--- config.mk ---
export PLATFORM = sky130hd
export DESIGN_NAME = bsg_manycore_vcache_wh_to_mem_flat
export DESIGN_NICKNAME = d
export VERILOG_FILES = /design/src/rtl/bsg_manycore_vcache_wh_to_mem_pkg.sv /design/src/rtl/bsg_manycore_vcache_wh_to_mem_if.sv /design/src/rtl/bsg_manycore_vcache_wh_to_mem_addr_gen.sv /design/src/rtl/bsg_manycore_vcache_wh_to_mem.sv /design/src/flat_wrapper.sv
export SDC_FILE = /design/constraint.sdc
export NUM_CORES = 1
export LEC_CHECK = 0
export CORE_MARGIN = 1.5
export CORE_UTILIZATION = 55
export DETAILED_ROUTE_END_ITERATION = 8
export DONT_BUFFER_PORTS = 1
export PLACE_DENSITY_LB_ADDON = 0.1
export SLEW_MARGIN = 20
export SYNTH_ARGS = -nofsm -noshare
export SYNTH_HDL_FRONTEND = slang
export SYNTH_SLANG_ARGS = --single-unit
--- constraint.sdc ---
create_clock -name clk_i -period 6.4 [get_ports clk_i]
set_input_delay 0.96 -clock clk_i [delete_from_list [all_inputs] [get_ports clk_i]]
set_output_delay 0.96 -clock clk_i [all_outputs]
set_load 0.03 [all_outputs]
--- src/rtl/bsg_manycore_vcache_wh_to_mem_pkg.sv ---
// Shared types for the vcache wormhole-to-memory endpoint.
//   wh_hdr_s : wormhole header flit, fields LSB first: cord, len, cid,
//              src_cord, src_cid, write_not_read; upper bits zero.
//   state_e  : endpoint FSM states (DRAIN only exists when
//              BSG_MANYCORE_VCACHE_WH_TO_MEM_LEN_CHECK_EN is defined).
package bsg_manycore_vcache_wh_to_mem_pkg;

    localparam int unsigned WH_FLIT_WIDTH = 32;
    localparam int unsigned WH_CORD_WIDTH = 7;
    localparam int unsigned WH_LEN_WIDTH  = 4;
    localparam int unsigned WH_CID_WIDTH  = 2;
    localparam int unsigned WH_HDR_USED   = 2*WH_CORD_WIDTH + WH_LEN_WIDTH + 2*WH_CID_WIDTH + 1;
    localparam int unsigned WH_HDR_PAD    = WH_FLIT_WIDTH - WH_HDR_USED;

    typedef struct packed {
        logic [WH_HDR_PAD-1:0]    pad;
        logic                     write_not_read;
        logic [WH_CID_WIDTH-1:0]  src_cid;
        logic [WH_CORD_WIDTH-1:0] src_cord;
        logic [WH_CID_WIDTH-1:0]  cid;
        logic [WH_LEN_WIDTH-1:0]  len;
        logic [WH_CORD_WIDTH-1:0] cord;
    } wh_hdr_s;

    typedef enum logic [2:0] {
        S_RECV_HDR,
        S_RECV_ADDR,
        S_WRITE,
        S_SEND_HDR,
        S_READ
`ifdef BSG_MANYCORE_VCACHE_WH_TO_MEM_LEN_CHECK_EN
        , S_DRAIN
`endif
    } state_e;

endpackage

--- src/rtl/bsg_manycore_vcache_wh_to_mem_if.sv ---
// Wormhole ready/valid link pair seen by the memory endpoint.
//   in_*  : flits toward the endpoint (in_ready_and driven by the endpoint)
//   out_* : flits from the endpoint (out_ready_and driven by the network)
// slave modport is the endpoint side, master the network side.
interface bsg_manycore_vcache_wh_to_mem_if #(
    parameter int unsigned flit_width_p = 32
);
    logic                    in_v;
    logic [flit_width_p-1:0] in_data;
    logic                    in_ready_and;
    logic                    out_v;
    logic [flit_width_p-1:0] out_data;
    logic                    out_ready_and;

    modport slave (
        input  in_v, in_data, out_ready_and,
        output in_ready_and, out_v, out_data
    );

    modport master (
        output in_v, in_data, out_ready_and,
        input  in_ready_and, out_v, out_data
    );
endinterface

--- src/rtl/bsg_manycore_vcache_wh_to_mem_addr_gen.sv ---
// Beat address generator: latches a base address, counts beats and
// produces base + cnt*stride (wrapping at 2^addr_width_p).
//   load_i : latch base_i and clear the beat counter
//   inc_i  : advance the counter (saturates at burst_len_p)
//   cnt_o  : current beat count
//   addr_o : current beat byte address
module bsg_manycore_vcache_wh_to_mem_addr_gen #(
    parameter int unsigned addr_width_p = 28,
    parameter int unsigned burst_len_p  = 8,
    parameter int unsigned stride_p     = 4,
    localparam int unsigned cnt_width_lp = $clog2(burst_len_p+1)
) (
    input  logic                    clk_i,
    input  logic                    reset_i,
    input  logic                    load_i,
    input  logic [addr_width_p-1:0] base_i,
    input  logic                    inc_i,
    output logic [cnt_width_lp-1:0] cnt_o,
    output logic [addr_width_p-1:0] addr_o
);
    localparam logic [cnt_width_lp-1:0] burst_lp = cnt_width_lp'(burst_len_p);

    logic [addr_width_p-1:0] base_q;
    logic [cnt_width_lp-1:0] cnt_q;

    always_ff @(posedge clk_i or posedge reset_i) begin
        if (reset_i) begin
            base_q <= '0;
            cnt_q  <= '0;
        end else if (load_i) begin
            base_q <= base_i;
            cnt_q  <= '0;
        end else if (inc_i && (cnt_q < burst_lp)) begin
            cnt_q <= cnt_q + cnt_width_lp'(1);
        end
    end

    assign cnt_o  = cnt_q;
    assign addr_o = base_q + addr_width_p'(cnt_q) * addr_width_p'(stride_p);
endmodule

--- src/rtl/bsg_manycore_vcache_wh_to_mem.sv ---
// Memory-side endpoint of the vcache DMA wormhole network. Takes one
// read/write packet at a time, issues per-beat memory commands and
// returns read fills as wormhole packets.
//   clk_i, reset_i    : clock, asynchronous active-high reset
//   wh_link_sif       : wormhole in/out flit link (slave side)
//   my_wh_cord_i      : this endpoint's cord (src cord of responses)
//   mem_v_o/mem_w_o/mem_addr_o/mem_data_o/mem_ready_i : memory command
//   mem_data_v_i/mem_data_i/mem_data_yumi_o           : memory read data
//   err_o             : sticky header length error
// Optional: define BSG_MANYCORE_VCACHE_WH_TO_MEM_LEN_CHECK_EN to check the
// header len field and drain malformed packets; otherwise err_o is 0.
module bsg_manycore_vcache_wh_to_mem
    import bsg_manycore_vcache_wh_to_mem_pkg::*;
#(
    parameter int unsigned wh_flit_width_p  = 32,
    parameter int unsigned wh_cord_width_p  = 7,
    parameter int unsigned wh_len_width_p   = 4,
    parameter int unsigned wh_cid_width_p   = 2,
    parameter int unsigned dma_addr_width_p = 28,
    parameter int unsigned dma_data_width_p = 32,
    parameter int unsigned dma_burst_len_p  = 8
) (
    input  logic                        clk_i,
    input  logic                        reset_i,
    bsg_manycore_vcache_wh_to_mem_if.slave wh_link_sif,
    input  logic [wh_cord_width_p-1:0]  my_wh_cord_i,
    output logic                        mem_v_o,
    output logic                        mem_w_o,
    output logic [dma_addr_width_p-1:0] mem_addr_o,
    output logic [dma_data_width_p-1:0] mem_data_o,
    input  logic                        mem_ready_i,
    input  logic                        mem_data_v_i,
    input  logic [dma_data_width_p-1:0] mem_data_i,
    output logic                        mem_data_yumi_o,
    output logic                        err_o
);
    localparam int unsigned cnt_width_lp = $clog2(dma_burst_len_p+1);
    localparam logic [cnt_width_lp-1:0] burst_lp = cnt_width_lp'(dma_burst_len_p);
    localparam logic [cnt_width_lp-1:0] last_lp  = cnt_width_lp'(dma_burst_len_p-1);

    state_e  state_q, state_d;
    wh_hdr_s hdr_q, hdr_d;
    wh_hdr_s in_hdr, resp_hdr;
    logic    ready_en_q;
    logic [cnt_width_lp-1:0] rcnt_q, rcnt_d;

    logic                        addr_load, winc, iinc;
    logic [cnt_width_lp-1:0]     wcnt, icnt;
    logic [dma_addr_width_p-1:0] waddr, raddr;
    logic [wh_cid_width_p-1:0]   resp_cid;

    assign in_hdr   = wh_hdr_s'(wh_link_sif.in_data);
    assign resp_cid = hdr_q.src_cid;

    always_comb begin
        resp_hdr          = '0;
        resp_hdr.cord     = hdr_q.src_cord;
        resp_hdr.len      = wh_len_width_p'(dma_burst_len_p);
        resp_hdr.cid      = resp_cid;
        resp_hdr.src_cord = my_wh_cord_i;
    end

    bsg_manycore_vcache_wh_to_mem_addr_gen #(
        .addr_width_p(dma_addr_width_p),
        .burst_len_p (dma_burst_len_p),
        .stride_p    (dma_data_width_p/8)
    ) wr_gen (
        .clk_i  (clk_i),
        .reset_i(reset_i),
        .load_i (addr_load),
        .base_i (wh_link_sif.in_data[dma_addr_width_p-1:0]),
        .inc_i  (winc),
        .cnt_o  (wcnt),
        .addr_o (waddr)
    );

    bsg_manycore_vcache_wh_to_mem_addr_gen #(
        .addr_width_p(dma_addr_width_p),
        .burst_len_p (dma_burst_len_p),
        .stride_p    (dma_data_width_p/8)
    ) rd_gen (
        .clk_i  (clk_i),
        .reset_i(reset_i),
        .load_i (addr_load),
        .base_i (wh_link_sif.in_data[dma_addr_width_p-1:0]),
        .inc_i  (iinc),
        .cnt_o  (icnt),
        .addr_o (raddr)
    );

`ifdef BSG_MANYCORE_VCACHE_WH_TO_MEM_LEN_CHECK_EN
    localparam logic [wh_len_width_p-1:0] wr_len_lp = wh_len_width_p'(1 + dma_burst_len_p);
    localparam logic [wh_len_width_p-1:0] rd_len_lp = wh_len_width_p'(1);

    logic                      err_q, err_d;
    logic [wh_len_width_p-1:0] dcnt_q, dcnt_d;
    logic [wh_len_width_p-1:0] exp_len;

    assign exp_len = in_hdr.write_not_read ? wr_len_lp : rd_len_lp;
    assign err_o   = err_q;

    always_ff @(posedge clk_i or posedge reset_i) begin
        if (reset_i) begin
            err_q  <= 1'b0;
            dcnt_q <= '0;
        end else begin
            err_q  <= err_d;
            dcnt_q <= dcnt_d;
        end
    end
`else
    assign err_o = 1'b0;
`endif

    always_comb begin
        state_d                  = state_q;
        hdr_d                    = hdr_q;
        rcnt_d                   = rcnt_q;
        addr_load                = 1'b0;
        winc                     = 1'b0;
        iinc                     = 1'b0;
        wh_link_sif.in_ready_and = 1'b0;
        wh_link_sif.out_v        = 1'b0;
        wh_link_sif.out_data     = '0;
        mem_v_o                  = 1'b0;
        mem_w_o                  = 1'b0;
        mem_addr_o               = waddr;
        mem_data_o               = wh_link_sif.in_data;
        mem_data_yumi_o          = 1'b0;
`ifdef BSG_MANYCORE_VCACHE_WH_TO_MEM_LEN_CHECK_EN
        err_d                    = err_q;
        dcnt_d                   = dcnt_q;
`endif
        case (state_q)
            S_RECV_HDR: begin
                // ready is held low for the first cycle out of reset
                wh_link_sif.in_ready_and = ready_en_q;
                if (wh_link_sif.in_v && ready_en_q) begin
                    hdr_d   = in_hdr;
                    state_d = S_RECV_ADDR;
`ifdef BSG_MANYCORE_VCACHE_WH_TO_MEM_LEN_CHECK_EN
                    if (in_hdr.len != exp_len) begin
                        err_d   = 1'b1;
                        dcnt_d  = in_hdr.len;
                        state_d = (in_hdr.len == '0) ? S_RECV_HDR : S_DRAIN;
                    end
`endif
                end
            end
            S_RECV_ADDR: begin
                wh_link_sif.in_ready_and = 1'b1;
                if (wh_link_sif.in_v) begin
                    addr_load = 1'b1;
                    rcnt_d    = '0;
                    state_d   = hdr_q.write_not_read ? S_WRITE : S_SEND_HDR;
                end
            end
            S_WRITE: begin
                // flit passes straight through to the memory port
                mem_v_o                  = wh_link_sif.in_v;
                mem_w_o                  = 1'b1;
                mem_addr_o               = waddr;
                wh_link_sif.in_ready_and = mem_ready_i;
                if (wh_link_sif.in_v && mem_ready_i) begin
                    winc = 1'b1;
                    if (wcnt == last_lp) state_d = S_RECV_HDR;
                end
            end
            S_SEND_HDR: begin
                wh_link_sif.out_v    = 1'b1;
                wh_link_sif.out_data = resp_hdr;
                if (wh_link_sif.out_ready_and) state_d = S_READ;
            end
            S_READ: begin
                // issue and return run on independent counters
                mem_v_o              = (icnt < burst_lp);
                mem_addr_o           = raddr;
                iinc                 = mem_v_o && mem_ready_i;
                wh_link_sif.out_v    = mem_data_v_i;
                wh_link_sif.out_data = mem_data_i;
                mem_data_yumi_o      = mem_data_v_i && wh_link_sif.out_ready_and;
                if (mem_data_yumi_o) begin
                    rcnt_d = rcnt_q + cnt_width_lp'(1);
                    if (rcnt_q == last_lp) state_d = S_RECV_HDR;
                end
            end
`ifdef BSG_MANYCORE_VCACHE_WH_TO_MEM_LEN_CHECK_EN
            S_DRAIN: begin
                wh_link_sif.in_ready_and = 1'b1;
                if (wh_link_sif.in_v) begin
                    dcnt_d = dcnt_q - wh_len_width_p'(1);
                    if (dcnt_q == wh_len_width_p'(1)) state_d = S_RECV_HDR;
                end
            end
`endif
            default: state_d = S_RECV_HDR;
        endcase
    end

    always_ff @(posedge clk_i or posedge reset_i) begin
        if (reset_i) begin
            state_q    <= S_RECV_HDR;
            hdr_q      <= '0;
            rcnt_q     <= '0;
            ready_en_q <= 1'b0;
        end else begin
            state_q    <= state_d;
            hdr_q      <= hdr_d;
            rcnt_q     <= rcnt_d;
            ready_en_q <= 1'b1;
        end
    end
endmodule

--- src/flat_wrapper.sv ---
// flat-port wrapper written by rule: the top's interface ports become plain ports
module bsg_manycore_vcache_wh_to_mem_flat import bsg_manycore_vcache_wh_to_mem_pkg::*;
#(
    parameter int unsigned wh_flit_width_p  = 32,
    parameter int unsigned wh_cord_width_p  = 7,
    parameter int unsigned wh_len_width_p   = 4,
    parameter int unsigned wh_cid_width_p   = 2,
    parameter int unsigned dma_addr_width_p = 28,
    parameter int unsigned dma_data_width_p = 32,
    parameter int unsigned dma_burst_len_p  = 8
)
  (clk_i, reset_i, my_wh_cord_i, mem_v_o, mem_w_o, mem_addr_o, mem_data_o, mem_ready_i, mem_data_v_i, mem_data_i, mem_data_yumi_o, err_o, wh_link_sif_in_v, wh_link_sif_in_data, wh_link_sif_out_ready_and, wh_link_sif_in_ready_and, wh_link_sif_out_v, wh_link_sif_out_data);
  bsg_manycore_vcache_wh_to_mem_if #(.flit_width_p(32)) wh_link_sif_i ();
  input  logic clk_i;
  input  logic reset_i;
  input  logic [wh_cord_width_p-1:0] my_wh_cord_i;
  output logic mem_v_o;
  output logic mem_w_o;
  output logic [dma_addr_width_p-1:0] mem_addr_o;
  output logic [dma_data_width_p-1:0] mem_data_o;
  input  logic mem_ready_i;
  input  logic mem_data_v_i;
  input  logic [dma_data_width_p-1:0] mem_data_i;
  output logic mem_data_yumi_o;
  output logic err_o;
  input wire logic [$bits(wh_link_sif_i.in_v)-1:0] wh_link_sif_in_v;
  input wire logic [$bits(wh_link_sif_i.in_data)-1:0] wh_link_sif_in_data;
  input wire logic [$bits(wh_link_sif_i.out_ready_and)-1:0] wh_link_sif_out_ready_and;
  output wire logic [$bits(wh_link_sif_i.in_ready_and)-1:0] wh_link_sif_in_ready_and;
  output wire logic [$bits(wh_link_sif_i.out_v)-1:0] wh_link_sif_out_v;
  output wire logic [$bits(wh_link_sif_i.out_data)-1:0] wh_link_sif_out_data;
  assign wh_link_sif_i.in_v = wh_link_sif_in_v;
  assign wh_link_sif_i.in_data = wh_link_sif_in_data;
  assign wh_link_sif_i.out_ready_and = wh_link_sif_out_ready_and;
  assign wh_link_sif_in_ready_and = wh_link_sif_i.in_ready_and;
  assign wh_link_sif_out_v = wh_link_sif_i.out_v;
  assign wh_link_sif_out_data = wh_link_sif_i.out_data;
  bsg_manycore_vcache_wh_to_mem #(.wh_flit_width_p(wh_flit_width_p), .wh_cord_width_p(wh_cord_width_p), .wh_len_width_p(wh_len_width_p), .wh_cid_width_p(wh_cid_width_p), .dma_addr_width_p(dma_addr_width_p), .dma_data_width_p(dma_data_width_p), .dma_burst_len_p(dma_burst_len_p)) u_core (.clk_i(clk_i), .reset_i(reset_i), .wh_link_sif(wh_link_sif_i), .my_wh_cord_i(my_wh_cord_i), .mem_v_o(mem_v_o), .mem_w_o(mem_w_o), .mem_addr_o(mem_addr_o), .mem_data_o(mem_data_o), .mem_ready_i(mem_ready_i), .mem_data_v_i(mem_data_v_i), .mem_data_i(mem_data_i), .mem_data_yumi_o(mem_data_yumi_o), .err_o(err_o));
endmodule
---- Word level (Yosys, flattened, before mapping) ----
Cells that the tools add are included.
Widths: inputs -> output; s select.
word-level totals
  output and inout bits ................... 98
  input port bits ......................... 77
  logic and storage cells ................. 70
  bits in registers ....................... 54
cells by class
  equal/unequal tests ..................... 13
  $lt $le $gt $ge ......................... 2
  multiplexer cells ....................... 28
  reductions and logical operators ........ 13
  add/sub/neg operators ................... 5
operators by type and width
  cell                 count
  $pmux 32 s2          1
  $add 28x6->28        2
  $mux 28              1
  $mux 4               6
  $mux 3               7
  $pmux 3 s5           1
  $add 4x1->4 const B  3
  $ne 2x1->1 const B   5
  $eq 4x3->1 const B   2
  $lt 4x4->1 const B   2
  $mux 1               8
  $pmux 4 s2           1
  $reduce_and 7->1     1
  $eq 3x2->1 const B   2
  $logic_and 1x1->1    6
  $reduce_bool 2->1    3
  $ne 2x2->1 const B   2
  $pmux 1 s2           2
  $eq 3x1->1 const B   1
  $eq 3x3->1 const B   1
  $logic_not 3->1      1
  $pmux 1 s3           1
  $reduce_and 3->1     1
  $reduce_and 2->1     1

---- Depth between registers and ports, before layout ----
  depth after elaboration ................. 6
  depth in mapped cells ................... 12
  gate-level depth less buffers ........... 9

---- Hierarchy ----
Synthesis repeated with hierarchy kept, for this count alone.
unflattened totals
  cells, all modules ...................... 570
  area total of the unflattened synthesis .. 5396.4 um2
by module, submodules not included
  module                                  cells an instance  area each (um2)  sequential area each (um2)  instances
  bsg_manycore_vcache_wh_to_mem_addr_gen  163                1806.7           800.8                       2
  bsg_manycore_vcache_wh_to_mem           244                1783.0           450.4                       1

---- Least setup slack after synthesis ----
OpenSTA, ideal clock, no wires.
  path type ............................... flip-flop to output port
  start point ............................. reg u_core.state_q[1]
  end point ............................... out mem_addr_o[22]
  slack ................................... 2.399 ns
  path buffers ............................ 3
  arrival time ............................ 3.041 ns
  stages on the path, launching flop included .. 13
  required time ........................... 5.440 ns
  path through ............................ dfrtp_1 > buf_2 > nor3b_4 > buf_2 > mux2_2 > ha_1 > inv_1 > fa_1 > nor2b_1 > o31a_1 > clkbuf_1 > nand4_1 > xnor2_1
on the way
  word-level cells in the longest chain between the ends .. 2
ends and longest elaborated chain
  what                    line                                  RTL
  from (decl)             bsg_manycore_vcache_wh_to_mem.sv:41   state_e state_q, state_d;
  from (signal assigned)  bsg_manycore_vcache_wh_to_mem.sv:207  state_q <= state_d;
  $eq 3x3->1              bsg_manycore_vcache_wh_to_mem.sv:134  case (state_q)
  $mux 28                 bsg_manycore_vcache_wh_to_mem.sv:134
  to (decl)               flat_wrapper.sv:19                    output logic [dma_addr_width_p-1:0] mem_addr_o;
No other way between the ends.

---- Final worst setup path ----
  start point ............................. reg u_core.state_q[0]
  end point ............................... out mem_addr_o[17]
The elaborated chain is that of the path after synthesis.

==> out/metrics.cfg <==
[status]
status=complete, no violations

[sta]
fin_crit_ns=4.55
finalCritPeriodShare_pct=71.1
finalSetupViolations=0
fmax_mhz=220
finalHoldViolCount=0
skew_ns=0.00672
fin_setup_tns_ns=0
setup_ws_ns=1.85
finalMaxSlewViolations=0
relSlewSlack_pct=26.6
rsz0062_at_grt=false
tightest_slew_ns=1.09

[cts]
cts_buffers=5
htree_num_levels=2
post_cts_buffers=0
clkLatencyLatePin_ns=0.31
cts_hold_buf=0
clkSinkCount=54
clk_pin_slew_ns=0.09
clk_path_buf_depth=2
cts_tree=yes
cts_resized=0
cts.root.buffer_cell=clkbuf_8

[power]
p_clk_share_pct=11.7
pwr-share-seq_pct=41.0
ir_worst_vdd_uv=232
p_sw_w=0.000790
p_int_w=0.000762
leakagePower_nw=1.57
comb_power_share_pct=47.3
switching_share_pct=50.9
p_per_area_mw_per_mm2=469

[logic_synthesis]
synth_top_area_share_pct=39.2
synth_seq_area_share_pct=39.2
yosysTopAreaCell=dfrtp_1
synthTopCellsByArea=dfrtp_1, nand2_1, buf_4, mux2_2, a22o_1
synth_cell_types=43
netlist_instances=390
synth_edf_count=0
synth_area_mm2=0.00345
yosys_warnings=0
synth.avg_cell_area_um2=8.84
async_flop_share_pct=100
ys.flop_type=dfrtp_1
ys_ff_latch=54
synthesis.nets=475

[place]
dpl_worst_slack_ns=2.13
dpl.hpwl_um=5410
place_congestion=0.923
portBuffers=0

[critical_path]
timing.rr.end=u_core.rcnt_q[3]$_DFFE_PP0P_
worstPathArrival_ns=3.59
worst_r2r_path_depth=5
rrSetupSlack_ns=4.38
critPathMaxFanout=14
crit_path_end=mem_addr_o[17]
worst_setup_path_start_kind=register
worstPathRequired_ns=5.44
critPathCaptureType=output pin
path_class=register to output pin
cp-startpoint=u_core.state_q[0]$_DFFE_PP0P_
r2r_start=u_core.state_q[0]$_DFFE_PP0P_

[grt]
overflow=0
grt_max_degree=55
grt_usage_pct=22.8
grt_pass1_vias=2202
antenna_found_initial=1
grt_first_pass_wirelength_um=11400

[detailed_routing]
via_per_inst=5.95
ant_nets=0
routedWlPerCell_um=17.5
wl_um=7420
drc=0
firstDrtPassIters=4
num_vias=2522
first_iter_violations=119

[job]
cap_violations=0

[floorplan]
dieArea_mm2=0.00675
initial_core_util_pct=57.5
ios=175
die_x_um=82.2
coreArea_mm2=0.00599
rows=28
dieHeight_um=82.2

[final_layout]
fin_nets=434
syn2layout_area_growth_pct=-3.89
diodes=0
drive_above_1_share_pct=8.02

[min_path]
min-delay-start=u_core.wr_gen.base_q[2]$_DFFE_PP0P_
hold_class=register to register

sequential cells by signal, indices dropped and copies added, names as in the netlist:
signal / cells
u_core.resp_cid: 2
u_core.state_q: 3
u_core.rd_gen.cnt_o: 4
u_core.ready_en_q: 1
u_core.wr_gen.cnt_o: 4
u_core.wr_gen.base_q: 28
u_core.rcnt_q: 4
u_core.hdr_q: 8
power by group through the flow:
stage / Combinational (W) / Sequential, W / Clock [W]
finish: 0.000735 / 0.000636 / 0.000181
global route: 0.000803 / 0.000659 / 0.000205
CTS: 0.000743 / 0.000636 / 0.000188
detailed placement: 0.000740 / 0.000643 / 0
global placement: 0.000730 / 0.000637 / 0
floorplan: 0.000742 / 0.000575 / 0
layout make-up:
type | instances | area (um^2)
multi-input combinational | 275 | 1730
inverter | 9 | 33.8
timing repair buffer | 4 | 30.0
clock buffer | 7 | 76.3
tap | 75 | 93.8
sequential | 54 | 1350
fill | 556 | 2680
cells in the mapped netlist, drive strengths merged, types with 4 or more instances:
| cell type | number |
|---|---|
| nor2b | 5 |
| nand2 | 93 |
| nand4 | 8 |
| nor3 | 5 |
| mux2 | 14 |
| xnor2 | 15 |
| xor2 | 12 |
| nand3 | 14 |
| nor3b | 4 |
| clkbuf | 11 |
| inv | 9 |
| dfrtp | 54 |
| and4 | 4 |
| and2 | 17 |
| buf | 41 |
| nor2 | 14 |
| o21ai | 7 |
| a22o | 17 |
| a21oi | 7 |
| ha | 7 |
worst min-delay path by stage:
stage	cells after the start	slack, ns	endpoint
2_1_floorplan	2	0.45	u_core.wr_gen.base_q[0]$_DFFE_PP0P_
3_3_place_gp	2	0.48	u_core.wr_gen.base_q[2]$_DFFE_PP0P_
3_5_place_dp	2	0.47	u_core.wr_gen.base_q[2]$_DFFE_PP0P_
4_1_cts	2	0.49	u_core.wr_gen.base_q[2]$_DFFE_PP0P_
5_1_grt	2	0.54	u_core.wr_gen.base_q[2]$_DFFE_PP0P_
6_report	2	0.49	u_core.wr_gen.base_q[2]$_DFFE_PP0P_
routing by layer:
metal	GRT usage [%]	vias to the layer above	part of all wire, %
li1	-	1191	-
met1	30.7	1215	44
met2	34.0	108	46
met3	9.12	6	9.2
met4	6.10	2	0.74
met5	0	-	0.18
cell families (layout without fill, tap and decap cells):
kind of cell    Yosys count  in the layout  share of synthesized area [%]
fa+ha+maj                 8              8                           3.12
flops                    54             54                           39.2
buf+inv                  61             20                           10.7
other cells               2              2                          0.218
xor+xnor                 27             27                           6.86
mux                      16             16                           5.16
simple gates            181            181                           26.1
compound gates           41             41                           8.68
layout by cell type, fill, tap and decap left out, types with 8 or more instances in the layout:
cell     synthesis  routed
xnor2_1         15      15
nand3_1         13      13
inv_1            9       8
nor2_1          14      14
nand2_1         93      93
and2_1          17      17
mux2_2          14      14
dfrtp_1         54      54
xor2_1          12      12
nand4_1          8       8
a22o_1          17      17
worst max-delay path, stage by stage (launching register included):
cell	delay (ns)
dfrtp_1	0.54
nor3b_4	0.34
mux2_2	0.38
ha_1	0.34
a21o_1	0.18
a2bb2oi_1	0.77
nor3_1	0.17
xor2_1	0.57
metrics by stage:
step	total power (W)	hold WS (ns)	util, %	instance area, um^2	std cells
finish	0.00155	0.495	55.3	3310	424
global route	0.00167	0.540	55.3	3310	424
CTS	0.00157	0.494	55.3	3310	424
detailed placement	0.00138	0.472	54.0	3240	417
global placement	0.00137	0.476	54.0	3240	417
floorplan	0.00132	0.447	-	3450	390
No activity file was read; power rests on OpenSTA's default activity.
